## src/rtl/i2c_bit_timer.sv

```systemverilog
// Slave-side I2C bit/frame timer: frames each data byte plus its ACK slot from
// synchronized SCL edges and emits single-cycle strobes for the controller FSM.
module i2c_bit_timer #(
   parameter int unsigned BITS_PER_FRAME = 8
) (
   input  logic       i_clk,
   input  logic       i_n_rst,
   input  logic       i_start_found,
   input  logic       i_stop_found,
   input  logic       i_scl_rise,
   input  logic       i_scl_fall,
   output logic       o_shift_strobe,
   output logic       o_byte_received,
   output logic       o_ack_prep,
   output logic       o_ack_check,
   output logic       o_ack_done,
   output logic [3:0] o_bit_cnt,
   output logic       o_frame_active
);

   localparam logic [3:0] LP_BPF = 4'(BITS_PER_FRAME);

   typedef enum logic [1:0] {
      ST_IDLE          = 2'd0,
      ST_DATA          = 2'd1,
      ST_ACK_WAIT_RISE = 2'd2,
      ST_ACK_WAIT_FALL = 2'd3
   } state_t;

   state_t     r_state;
   logic       r_shift_strobe;
   logic       r_byte_received;
   logic       r_ack_prep;
   logic       r_ack_check;
   logic       r_ack_done;
   logic [3:0] r_bit_cnt;
   logic       r_frame_active;
   logic [3:0] w_bit_cnt_inc;

   assign w_bit_cnt_inc = r_bit_cnt + 4'd1;

   // Frame FSM; stop beats start beats SCL edges, and a lone rise beats a simultaneous fall.
   always_ff @(posedge i_clk) begin
      if (!i_n_rst) begin
         r_state         <= ST_IDLE;
         r_shift_strobe  <= 1'b0;
         r_byte_received <= 1'b0;
         r_ack_prep      <= 1'b0;
         r_ack_check     <= 1'b0;
         r_ack_done      <= 1'b0;
         r_bit_cnt       <= 4'd0;
         r_frame_active  <= 1'b0;
      end else begin
         r_shift_strobe  <= 1'b0;
         r_byte_received <= 1'b0;
         r_ack_prep      <= 1'b0;
         r_ack_check     <= 1'b0;
         r_ack_done      <= 1'b0;
         if (i_stop_found) begin
            r_state        <= ST_IDLE;
            r_bit_cnt      <= 4'd0;
            r_frame_active <= 1'b0;
         end else if (i_start_found) begin
            r_state        <= ST_DATA;
            r_bit_cnt      <= 4'd0;
            r_frame_active <= 1'b1;
         end else begin
            case (r_state)
               ST_IDLE: begin
                  r_state <= ST_IDLE;
               end
               ST_DATA: begin
                  // A full count means the last bit is in; wait here for SCL low to open ACK.
                  if (r_bit_cnt == LP_BPF) begin
                     if (i_scl_fall && !i_scl_rise) begin
                        r_ack_prep <= 1'b1;
                        r_state    <= ST_ACK_WAIT_RISE;
                     end else begin
                        r_state <= ST_DATA;
                     end
                  end else if (i_scl_rise) begin
                     r_shift_strobe  <= 1'b1;
                     r_bit_cnt       <= w_bit_cnt_inc;
                     r_byte_received <= (w_bit_cnt_inc == LP_BPF);
                  end else begin
                     r_state <= ST_DATA;
                  end
               end
               ST_ACK_WAIT_RISE: begin
                  if (i_scl_rise) begin
                     r_ack_check <= 1'b1;
                     r_state     <= ST_ACK_WAIT_FALL;
                  end else begin
                     r_state <= ST_ACK_WAIT_RISE;
                  end
               end
               ST_ACK_WAIT_FALL: begin
                  if (i_scl_fall && !i_scl_rise) begin
                     r_ack_done <= 1'b1;
                     r_bit_cnt  <= 4'd0;
                     r_state    <= ST_DATA;
                  end else begin
                     r_state <= ST_ACK_WAIT_FALL;
                  end
               end
               default: begin
                  r_state        <= ST_IDLE;
                  r_bit_cnt      <= 4'd0;
                  r_frame_active <= 1'b0;
               end
            endcase
         end
      end
   end

   assign o_shift_strobe  = r_shift_strobe;
   assign o_byte_received = r_byte_received;
   assign o_ack_prep      = r_ack_prep;
   assign o_ack_check     = r_ack_check;
   assign o_ack_done      = r_ack_done;
   assign o_bit_cnt       = r_bit_cnt;
   assign o_frame_active  = r_frame_active;

endmodule

```

## config.mk

```make
export PLATFORM = sky130hd
export DESIGN_NAME = i2c_bit_timer
export DESIGN_NICKNAME = d
export VERILOG_FILES = /design/src/rtl/i2c_bit_timer.sv
export SDC_FILE = /design/constraint.sdc
export NUM_CORES = 1
export LEC_CHECK = 0
export CORE_ASPECT_RATIO = 0.9
export CORE_MARGIN = 2
export CORE_UTILIZATION = 38
export CTS_BUF_LIST = sky130_fd_sc_hd__clkbuf_2
export DETAILED_ROUTE_END_ITERATION = 8
export PLACE_DENSITY = 0.69
export SLEW_MARGIN = 30
export SYNTH_ARGS = -nofsm -noshare
export SYNTH_HDL_FRONTEND = slang
export SYNTH_SLANG_ARGS = --single-unit
```

## constraint.sdc

```tcl
create_clock -name i_clk -period 2.1 [get_ports i_clk]
set_input_delay 0.315 -clock i_clk [delete_from_list [all_inputs] [get_ports i_clk]]
set_output_delay 0.315 -clock i_clk [all_outputs]
set_load 0.02 [all_outputs]
```

; ---- Yosys cells after proc, flatten, opt, wreduce, memory -nomap -nowiden
; Cells that the tools add are included.
[word_totals]
in_bits = 6
regBits = 12
elab_cells = 51
[op_classes]
n_reduce_logical = 12
add_sub_neg = 1
eq_ne = 10
bitwise_logic = 6
muxes = 13
[op_table]
columns = op, n
row1 = $mux W4, 3
row2 = $reduce_or A5 Y1, 2
row3 = $eq A4 B4 Y1 const B, 2
row4 = $mux W2, 4
row5 = $pmux W2 S4, 1
row6 = $pmux W4 S2, 1
row7 = $reduce_or A4 Y1, 2
row8 = $ne A2 B2 Y1 const B, 3
row9 = $not A1 Y1, 6
row10 = $reduce_or A6 Y1, 1
row11 = $add A4 B1 Y4 const B, 1
row12 = $eq A2 B2 Y1 const B, 2
row13 = $mux W1, 4
row14 = $ne A4 B4 Y1 const B, 1
row15 = $reduce_and A4 Y1, 1
row16 = $ne A3 B3 Y1 const B, 1
row17 = $reduce_or A3 Y1, 1
row18 = $eq A2 B1 Y1 const B, 1
row19 = $logic_not A2 Y1, 1
row20 = $reduce_bool A2 Y1, 1
row21 = $reduce_or A2 Y1, 1
row22 = $logic_and A1 B1 Y1, 1
row23 = $logic_not A1 Y1, 1

; ---- Longest topological paths before layout
; Gate-level depths: netlist of the first run.
[logic_depth]
depth_word = 6
mapped_depth = 5
ltp_nobuf = 5

; ---- Worst setup path before layout of the first run
; No wires, ideal clock.
[synth_timing]
path_type = flip-flop to flip-flop
startpoint = reg r_bit_cnt[0], in the netlist o_bit_cnt[0]
endpoint = reg r_bit_cnt[0], in the netlist o_bit_cnt[0]
path_stages_with_launch = 6
setup_slack_ns = 0.694
period_less_slack_ns = 1.406
path_buffers = 0
setup_ns = 0.132
t_required_ns = 1.968
t_arrival_ns = 1.273
cell_sequence = dfxtp_1 -> inv_1 -> ha_1 -> and3b_2 -> o2111ai_1 -> o31ai_1
[synth_between]
elab_chain_cells = 4
[synth_lines]
columns = element, line_no
row1 = from (decl), 36  ; logic [3:0] r_bit_cnt;
row2 = from (signal assigned), 83  ; r_bit_cnt <= w_bit_cnt_inc;
row3 = $add A4 B1 Y4, 40  ; assign w_bit_cnt_inc = r_bit_cnt + 4'd1;
row4 = $mux W4, 81  ; end else if (i_scl_rise) begin
row5 = $mux W4, 74  ; if (r_bit_cnt == LP_BPF) begin
row6 = $pmux W4 S2, 68  ; case (r_state)
; Parallel ways exist; a longest one is shown, timed or not. The select of a mux whose other input is x is not followed.
; A chain may end at the register's enable or synchronous reset.

; ---- Worst setup path after layout of the first run
[layout_timing]
startpoint = reg r_bit_cnt[2], in the netlist o_bit_cnt[2]
endpoint = out o_bit_cnt[2]
[layout_rtl]
columns = element, line_no
row1 = to (decl), 17  ; output logic [3:0] o_bit_cnt,
; No word-level cell between the ends.

==> results of run 1 <==
[report_power, final]
| group | internal, mW | switching [mW] |
|---|---|---|
| logic | 0.0168 | 0.0150 |
| clock network | 0.0413 | 0.0830 |
| registers | 0.230 | 0.00313 |
| total | 0.288 | 0.101 |
[path summary, 6_finish.rpt]
check | endpoint | cells past startpoint
max | o_bit_cnt[2] | 1
min | o_frame_active$_SDFFE_PP0P_ | 1
max reg2reg | o_bit_cnt[0]$_SDFFE_PP0P_ | 5
min reg2reg | o_frame_active$_SDFFE_PP0P_ | 1
[area by class of cell]
type	count	area, sq um	area share [%]
Sequential cell	12	240.2	30.43
Timing Repair Buffer	15	150.1	19.02
Clock inverter	1	3.754	0.4754
Clock buffer	3	15.01	1.902
Multi-Input combinational cell	47	341.6	43.26
Tap cell	22	27.53	3.487
Inverter	3	11.26	1.426
[cell usage after synthesis (all sizes together)]
cell / instances / area, sq um
nor4: 1 / 6.260
a21oi: 3 / 15.01
nor3b: 1 / 12.51
nand3b: 2 / 27.53
nor3: 2 / 10.01
nor2: 3 / 11.26
o31a: 1 / 8.760
nand3: 3 / 20.02
and4bb: 1 / 12.51
o211ai: 3 / 22.52
xor2: 1 / 8.760
o2111ai: 1 / 8.760
nand2: 5 / 18.77
nand4: 1 / 6.260
o21a: 1 / 7.510
dfxtp: 12 / 240.2
and2b: 2 / 17.52
o31ai: 1 / 7.510
a31oi: 1 / 6.260
buf: 2 / 16.26
or3: 1 / 6.260
and3b: 2 / 18.77
a22oi: 1 / 7.510
nor2b: 2 / 12.51
a32oi: 1 / 8.760
nand2b: 2 / 12.51
nand4b: 2 / 17.52
inv: 3 / 11.26
o21ai: 1 / 5.000
ha: 2 / 25.02
[worst reg2reg max path, delay by kind of cell, from the launching register on]
family,cells,cell delay [ns]
DFF,1,0.46
AOI/OAI and AO/OA,2,0.29
and+or+nand+nor,1,0.25
buffers and inverters,1,0.08
adders and majority gates,1,0.22
[layer usage]
metal  wire [um]  share of wire [%]
met3          82                6.5
met1         623                 50
met5           0                  0
met4           8               0.64
met2         542                 43
[flip-flops by register name (all words and copies together), names as in the netlist]
name / flops
o_ack_check: 1
r_state: 2
o_byte_received: 1
o_ack_done: 1
o_ack_prep: 1
o_bit_cnt: 4
o_shift_strobe: 1
o_frame_active: 1
[cell families after synthesis]
logic type | count (synthesis) | synth area share, %
AOI/OAI and AO/OA | 14 | 16.02
xor gates and xnor gates | 1 | 1.438
adders and majority gates | 2 | 4.106
buffers and inverters | 5 | 4.516
DFF | 12 | 39.42
and+or+nand+nor | 30 | 34.50
[metrics by stage]
| stage | area, sq um | hold slack, ns | setup WS [ns] |
|---|---|---|---|
| after CTS | 789.5 | 0.4862 | 0.3465 |
| after floorplan | 609.3 | 0.4252 | 0.6944 |
| after global placement | 770.7 | 0.4507 | 0.5070 |
| final | 789.5 | 0.4782 | 0.3380 |
| after global routing | 789.5 | 0.5155 | 0.2713 |
| after detailed placement | 770.7 | 0.4578 | 0.4872 |
==> impl_metrics.toml, run 1 <==
[synthesis]
postSynthAreaPerCell_sq_um = 9.521
syn_area_sq_um = 609.3
synth_warnings = 0
synth_nets = 72
synth_seq_area_share_pct = 39.43
synthCells = 64
synth_seq_cells = 12
ys_types = 35

[clocking]
h-tree-depth = 1
cts_setup_buffers = 0
cts_max_path_buffers = 2
postCtsHoldBufs = 0
cts_resized = 0
cts_buffers = 3
clock_sinks = 12
clk_pin_slew_ns = 0.13
cts_tree = "yes"
root_buffer = "clkbuf_2"
clk_latency_ns = 0.28

[grt]
grt_pass1_wl_mm = 2.235
grtUsageTotal_pct = 15.62
grt_util_met1_pct = 20.47
grt.busiest_layer = "met2"
overflow = 0
grt_max_degree = 11
gr-usage-met2_pct = 22.22
first_global_vias = 503
use_met3_pct = 7.328
antenna_found_initial = 0

[sta]
fmax_mhz = 567.5
setup_viol = 0
maxSlewViolCount = 0
min_period_ns = 1.762
finalHoldViolCount = 0
rsz0062_at_grt = "no"
finalCritPeriodShare_pct = 83.90
max_slew.worst_pin.slew_ns = 0.3021
setup-tns-final_ns = 0
finClkSkew_ns = 0.01688
relSlewSlack_pct = 79.84

[critical_path]
worstPathRequired_ns = 1.78
critPathArrivalTime_ns = 1.45
cp.buffers_inverters = 1
startpoint = "o_bit_cnt[2]$_SDFFE_PP0P_"
crit_path_top_delay_cell = "clkdlybuf4s50_1"
cp_slowest_stage_delay_ns = 0.66
worst-r2r-setup-slack_ns = 0.70
crit_family = "buffers and inverters"
startpoint_type = "flop"
cp_max_fo = 9
crit_type = "flop to output pin"
endpoint_kind = "output pin"
worstPathCellList = "clkdlybuf4s50_1"
reg2reg_from = "o_bit_cnt[0]$_SDFFE_PP0P_"

[placement]
dp_hpwl_um = 926.5
dp.cells = 99
gp_congestion = 0.8295
port-buffer-count = 15

[worst_hold_path]
hold_class = "flop to flop"
worstHoldStart = "o_frame_active$_SDFFE_PP0P_"

[power]
ir_drop_uv = 323.1
power_density_nw_per_um2 = 492.9
total_power_mw = 0.3891
total_leakage_power_nw = 0.2765

[floorplanning]
ioPinCount = 16
die_w_um = 46.21
die_y_um = 41.99
num_rows = 13
start_util_pct = 41.17
core_sq_um = 1480
die_area_sq_um = 1940

[final_layout]
fin_nets = 90
area_delta_synth_final_pct = 29.57
n_fill_cell = 141
final_common_cell = "clkdlybuf4s50_1"
antenna_cells = 0
final_cells = 103
drive_gt1_share_pct = 9.877
final_util_pct = 53.34
final_cell_mix = "15 x clkdlybuf4s50_1, 12 x dfxtp_1, 5 x nand2_1"

[route]
drc_errors = 0
wl_mm = 1.257
vias = 529
drt-pass1-iter-count = 4
drt_iter0_drc = 8
detail-route-antenna-nets = 0
wire_per_inst_um = 12.20
avgViaCountPerCell = 5.136

[run]
cap_violations = 0

[run_status]
status = "finished clean"
Note: power is estimated with default switching activity, not from simulation.
==> inputs of run 2 (changes only) <==
==> constraint.sdc (replaced) <==
create_clock -name i_clk -period 1.82 [get_ports i_clk]
set_input_delay 0.273 -clock i_clk [delete_from_list [all_inputs] [get_ports i_clk]]
set_output_delay 0.273 -clock i_clk [all_outputs]
set_load 0.02 [all_outputs]
==> results of run 2 <==
The final DEF is identical to that of run 1. Status: finished clean.
Among the figures that moved: setup slack after placement 0.4872 ns -> 0.2492 ns; setup slack after layout 0.3380 ns -> 0.1000 ns; register-to-register setup slack 0.70 ns -> 0.42 ns; total power 0.3891 mW -> 0.4490 mW; worst IR drop on VDD 323.1 uV -> 372.9 uV
==> edit 1: new RTL, flow settings as in run 1 <==
One comparison of `r_bit_cnt` changes from == to >=.
--- a/src/rtl/i2c_bit_timer.sv
+++ b/src/rtl/i2c_bit_timer.sv
@@ -72,5 +72,5 @@
                ST_DATA: begin
                   // A full count means the last bit is in; wait here for SCL low to open ACK.
-                  if (r_bit_cnt == LP_BPF) begin
+                  if (r_bit_cnt >= LP_BPF) begin
                      if (i_scl_fall && !i_scl_rise) begin
                         r_ack_prep <= 1'b1;
Function: same outputs for any inputs over 10 cycles, from zero or initial values; that may be too few to reach the edited logic, so the function may still have changed.
==> edit 1 against run 1 <==
- register-to-register slack improved by 230 ps
- clock skew decreased by 13 ps
- wire length decreased by 29%
- cell area decreased by 12%
- setup slack improved by 130 ps
- utilization increased by 1.7 points
- area after synthesis decreased by 14%
- die area decreased by 13%
- count of clock-buffer cells in the layout unchanged
- total power decreased by 6.0%
- sequential cell count unchanged
- synthesized cell count decreased by 17%
- critical path type unchanged
- largest power group unchanged
==> edit 1: results (changes against run 1) <==
| Metric | Value |
|---|---|
| Antenna Cells | 0 (unchanged) |
| Largest net degree at the start of global routing | 10 (was 11) |
| Post-CTS Resized | 0 (unchanged) |
| Adder-Cell Fraction of Synth Area | 4.785% (was 4.107%) |
| Max Slew Vio Count | 0 (unchanged) |
| Detail Placement HPWL | 690.9 um (was 926.5 um) |
| Compound-Gate Fraction of Synth Area | 11.96% (was 16.02%) |
| Post-synthesis xor/xnor area fraction | 1.675% (was 1.437%) |
| Mux cell area share after synthesis | 1.914% (was 0%) |
| Num CTS Buffers | 3 (unchanged) |
| Worst-Skew Late Latency | 250 ps (was 280 ps) |
| Gpl congestion | 0.7211 (was 0.8295) |
| Setup Skew | 4.276 ps (was 16.88 ps) |
| Clock-pin slew on the worst setup and hold paths | 100 ps (was 130 ps) |
| First-pass GRT wire length | 1497 um (was 2235 um) |
| Post-route worst setup slack | 466.0 ps (was 338.0 ps) |
| Crit-path max FO | 6 (was 9) |
| LEAKAGE | 0.2351 nW (was 0.2765 nW) |
| Yosys synthesis warning count | 0 (unchanged) |
| Via count | 425 (was 529) |
| R2r setup slk | 930 ps (was 700 ps) |
| WP data arrival | 1320 ps (was 1450 ps) |
| DRT iter0 DRCs | 5 (was 8) |
| Top cells by area, synth | dfxtp_1, a21oi_1, nand4bb_4 (was dfxtp_1, ha_1, o211ai_1) |
| Place WS | 381.2 ps (was 487.2 ps) |
| Synth cell count leaders | dfxtp_1, a21oi_1, nand2_1 (was dfxtp_1, nand2_1) |
| Max FFs per register | 4 (unchanged) |
| CP top delay family | buffers and inverters (unchanged) |
| Nets | 80 (was 90) |
| H-tree Lvls | 1 (unchanged) |
| Min-delay worst type | flop to flop (unchanged) |
| Slowest stage delay, CP | 640 ps (was 660 ps) |
| Drt first pass iters | 4 (unchanged) |
| Setup bufs post-CTS | 0 (unchanged) |
| Commonest register cell after synthesis | dfxtp_1 (unchanged) |
| Fraction of layout cells with a size suffix above 1 | 7.143% (was 9.877%) |
| Final Hold Slack | 489.1 ps (was 478.2 ps) |
| Outcome | completed (unchanged) |
| Seq/Total Area, Yosys | 45.93% (was 39.43%) |
| IO buf count | 15 (unchanged) |
| GRT Total Usage | 13.14% (was 15.62%) |
| Vias in the first global route | 366 (was 503) |
| Clk buf depth | 2 (unchanged) |
| Fillers | 129 (was 141) |
| Routed wire length | 894 um (was 1257 um) |
| Worst Tran Pin Value | 337.9 ps (was 302.1 ps) |
| Synth cell types | 22 (was 35) |
| Root Buffer | clkbuf_2 (unchanged) |
| Post-synthesis async set-or-reset flop share | 0% (unchanged) |
| Worst VDD drop | 0.3481 mV (was 0.3231 mV) |
| Syn nets | 61 (was 72) |
| Initial antenna violation count | 0 (unchanged) |
-- edit 1: cells by family (layout without fill, tap and decap cells) --
logic type               Yosys count  count (layout)
AND/OR/NAND/NOR                   22              22
flip-flops                        12              12
AO/OA/AOI/OAI                     11              11
buffers and inverters              4              21
adder cells (fa/ha/maj)            2               2
XOR/XNOR                           1               1
multiplexers                       1               1
-- edit 1: cell type report --
cell class                 count  area, sq um  share of cell area (%)
clock buffer                   3        15.01                   2.162
inverter                       3        11.26                   1.622
multi-input combinational     37        260.3                   37.48
sequential                    12        240.2                   34.59
tap                           14        17.52                   2.523
timing repair buffer          15        150.1                   21.62
-- edit 1: where the power goes --
group	leakage, nW	internal (mW)	switching (mW)
Combinational	0.126	0.0154	0.0124
Clock	0.0125	0.0390	0.0668
Sequential	0.0970	0.230	0.00261
-- edit 1: final timing paths --
kind / from / end / cells past startpoint
setup / recovery: o_bit_cnt[3] / o_bit_cnt[3] / 1
hold / removal: o_frame_active / o_frame_active / 1
setup reg to reg: r_state[0] / o_bit_cnt[2] / 3
hold reg to reg: o_frame_active / o_frame_active / 1
-- edit 1: metal layers --
layer	global-route usage, %	wire (um)	up-vias
met5	0	0	-
met4	6.818	10	0
met3	9.346	97	2
met2	20.52	400	17
met1	13.13	385	187
li1	-	-	219
-- edit 1: metrics by stage --
stage	instances	instance area (sq um)
after CTS	84	694.4
after global routing	84	694.4
after floorplan	53	523.0
after global placement	81	679.4
final	84	694.4
after detailed placement	81	679.4
==> edit 2: new RTL, config.mk and constraints of run 1 <==
Made on the original files. Set the parameter `BITS_PER_FRAME` to 4 (it was 8).
--- a/src/rtl/i2c_bit_timer.sv
+++ b/src/rtl/i2c_bit_timer.sv
@@ -2,5 +2,5 @@
 // synchronized SCL edges and emits single-cycle strobes for the controller FSM.
 module i2c_bit_timer #(
-   parameter int unsigned BITS_PER_FRAME = 8
+   parameter int unsigned BITS_PER_FRAME = 4
 ) (
    input  logic       i_clk,
Behaviour: not the same (a bounded check fails within 10 cycles, from zero or initial values).
==> edit 2 against run 1 <==
- setup slack improved by 20 ps
- die area fell by 3.4%
- largest cell class unchanged
- non-clock buffer count is the same
- sequential cell count is the same
- largest power group unchanged
- total power down 1.4%
- area after synthesis down 3.7%
- cell area is 4.3% lower
- wire length is 8.5% lower
==> edit 2: results (changes against run 1) <==
| Metric | Value |
|---|---|
| Detail Placement HPWL | 828.3 um (was 926.5 um) |
| Setup Skew | 3.842 ps (was 16.88 ps) |
| Via density | 5.348 (was 5.136) |
| Largest net degree at the start of global routing | 10 (was 11) |
| Placed Cells | 89 (was 99) |
| Routed wire length per instance | 12.50 um (was 12.20 um) |
| Top cell type's share of synthesized area | 40.94% (was 39.43%) |
| Synth cell count leaders | dfxtp_1, nand2_1, a21oi_1, nand3b_1 (was dfxtp_1, nand2_1) |
| Dpl cell area | 740.7 sq um (was 770.7 sq um) |
| First-pass GRT wire length | 1890 um (was 2235 um) |
| Gpl congestion | 0.7940 (was 0.8295) |
| Final Hold Slack | 476.4 ps (was 478.2 ps) |
| Outcome | completed (unchanged) |
| Place WS | 490.7 ps (was 487.2 ps) |
| Vias in the first global route | 445 (was 503) |
| WP data arrival | 1430 ps (was 1450 ps) |
| Post-route worst setup slack | 357.6 ps (was 338.0 ps) |
| Syn nets | 70 (was 72) |
| Worst VDD drop | 0.2222 mV (was 0.3231 mV) |
| Crit-path max FO | 7 (was 9) |
| Synth Instances | 61 (was 64) |
| Top cells by area, synth | dfxtp_1, ha_1, nand3b_1 (was dfxtp_1, ha_1, o211ai_1) |
| Routed wire length | 1150 um (was 1257 um) |
| Worst Tran Pin Value | 336.8 ps (was 302.1 ps) |
| LEAKAGE | 0.2751 nW (was 0.2765 nW) |
| Fillers | 134 (was 141) |
| Nets | 88 (was 90) |
edit 2: cell types whose count changed in the layout (fill, tap and decap cells not counted), moves of 2 or more:
cell | before | now
a211oi_2 | 0 | 2
o21ai_1 | 0 | 2
nand3b_1 | 1 | 4
o211ai_1 | 3 | 1
edit 2: kinds of logic after synthesis:
logic type | count (synthesis) | synth area share (%)
AOI/OAI and AO/OA | 14 | 17.49
buffers and inverters | 5 | 4.477
xor gates and xnor gates | 2 | 2.986
and+or+nand+nor | 25 | 27.72
adders and majority gates | 3 | 6.397
DFF | 12 | 40.94
edit 2: path summary, 6_finish.rpt:
kind	startpoint	end	slack, ps	cells past startpoint
max	o_bit_cnt[2]	o_bit_cnt[2]	360	1
min	o_frame_active	o_frame_active	480	1
max reg2reg	o_bit_cnt[0]	o_bit_cnt[0]	680	5
min reg2reg	o_frame_active	o_frame_active	480	1
edit 2: area by class of cell:
class / instances / area [sq um] / share of cell area, %
multi-input combinational: 44 / 320.3 / 42.38
sequential: 12 / 240.2 / 31.79
timing repair buffer: 15 / 150.1 / 19.87
tap: 15 / 18.77 / 2.483
clock buffer: 3 / 15.01 / 1.987
inverter: 3 / 11.26 / 1.490
edit 2: metal layers:
layer	share of wire (%)	vias to the layer above	GRT usage, %
met5	0	-	0
met4	2.7	0	14.71
met3	3.1	4	2.643
met2	43	15	21.48
met1	51	219	18.44
li1	-	254	-
edit 2: power breakdown:
group	switching [mW]	leakage, nW	internal, mW
sequential	0.00264	0.0970	0.230
combinational	0.0148	0.166	0.0168
clock	0.0805	0.0125	0.0389
total	0.0980	0.275	0.286
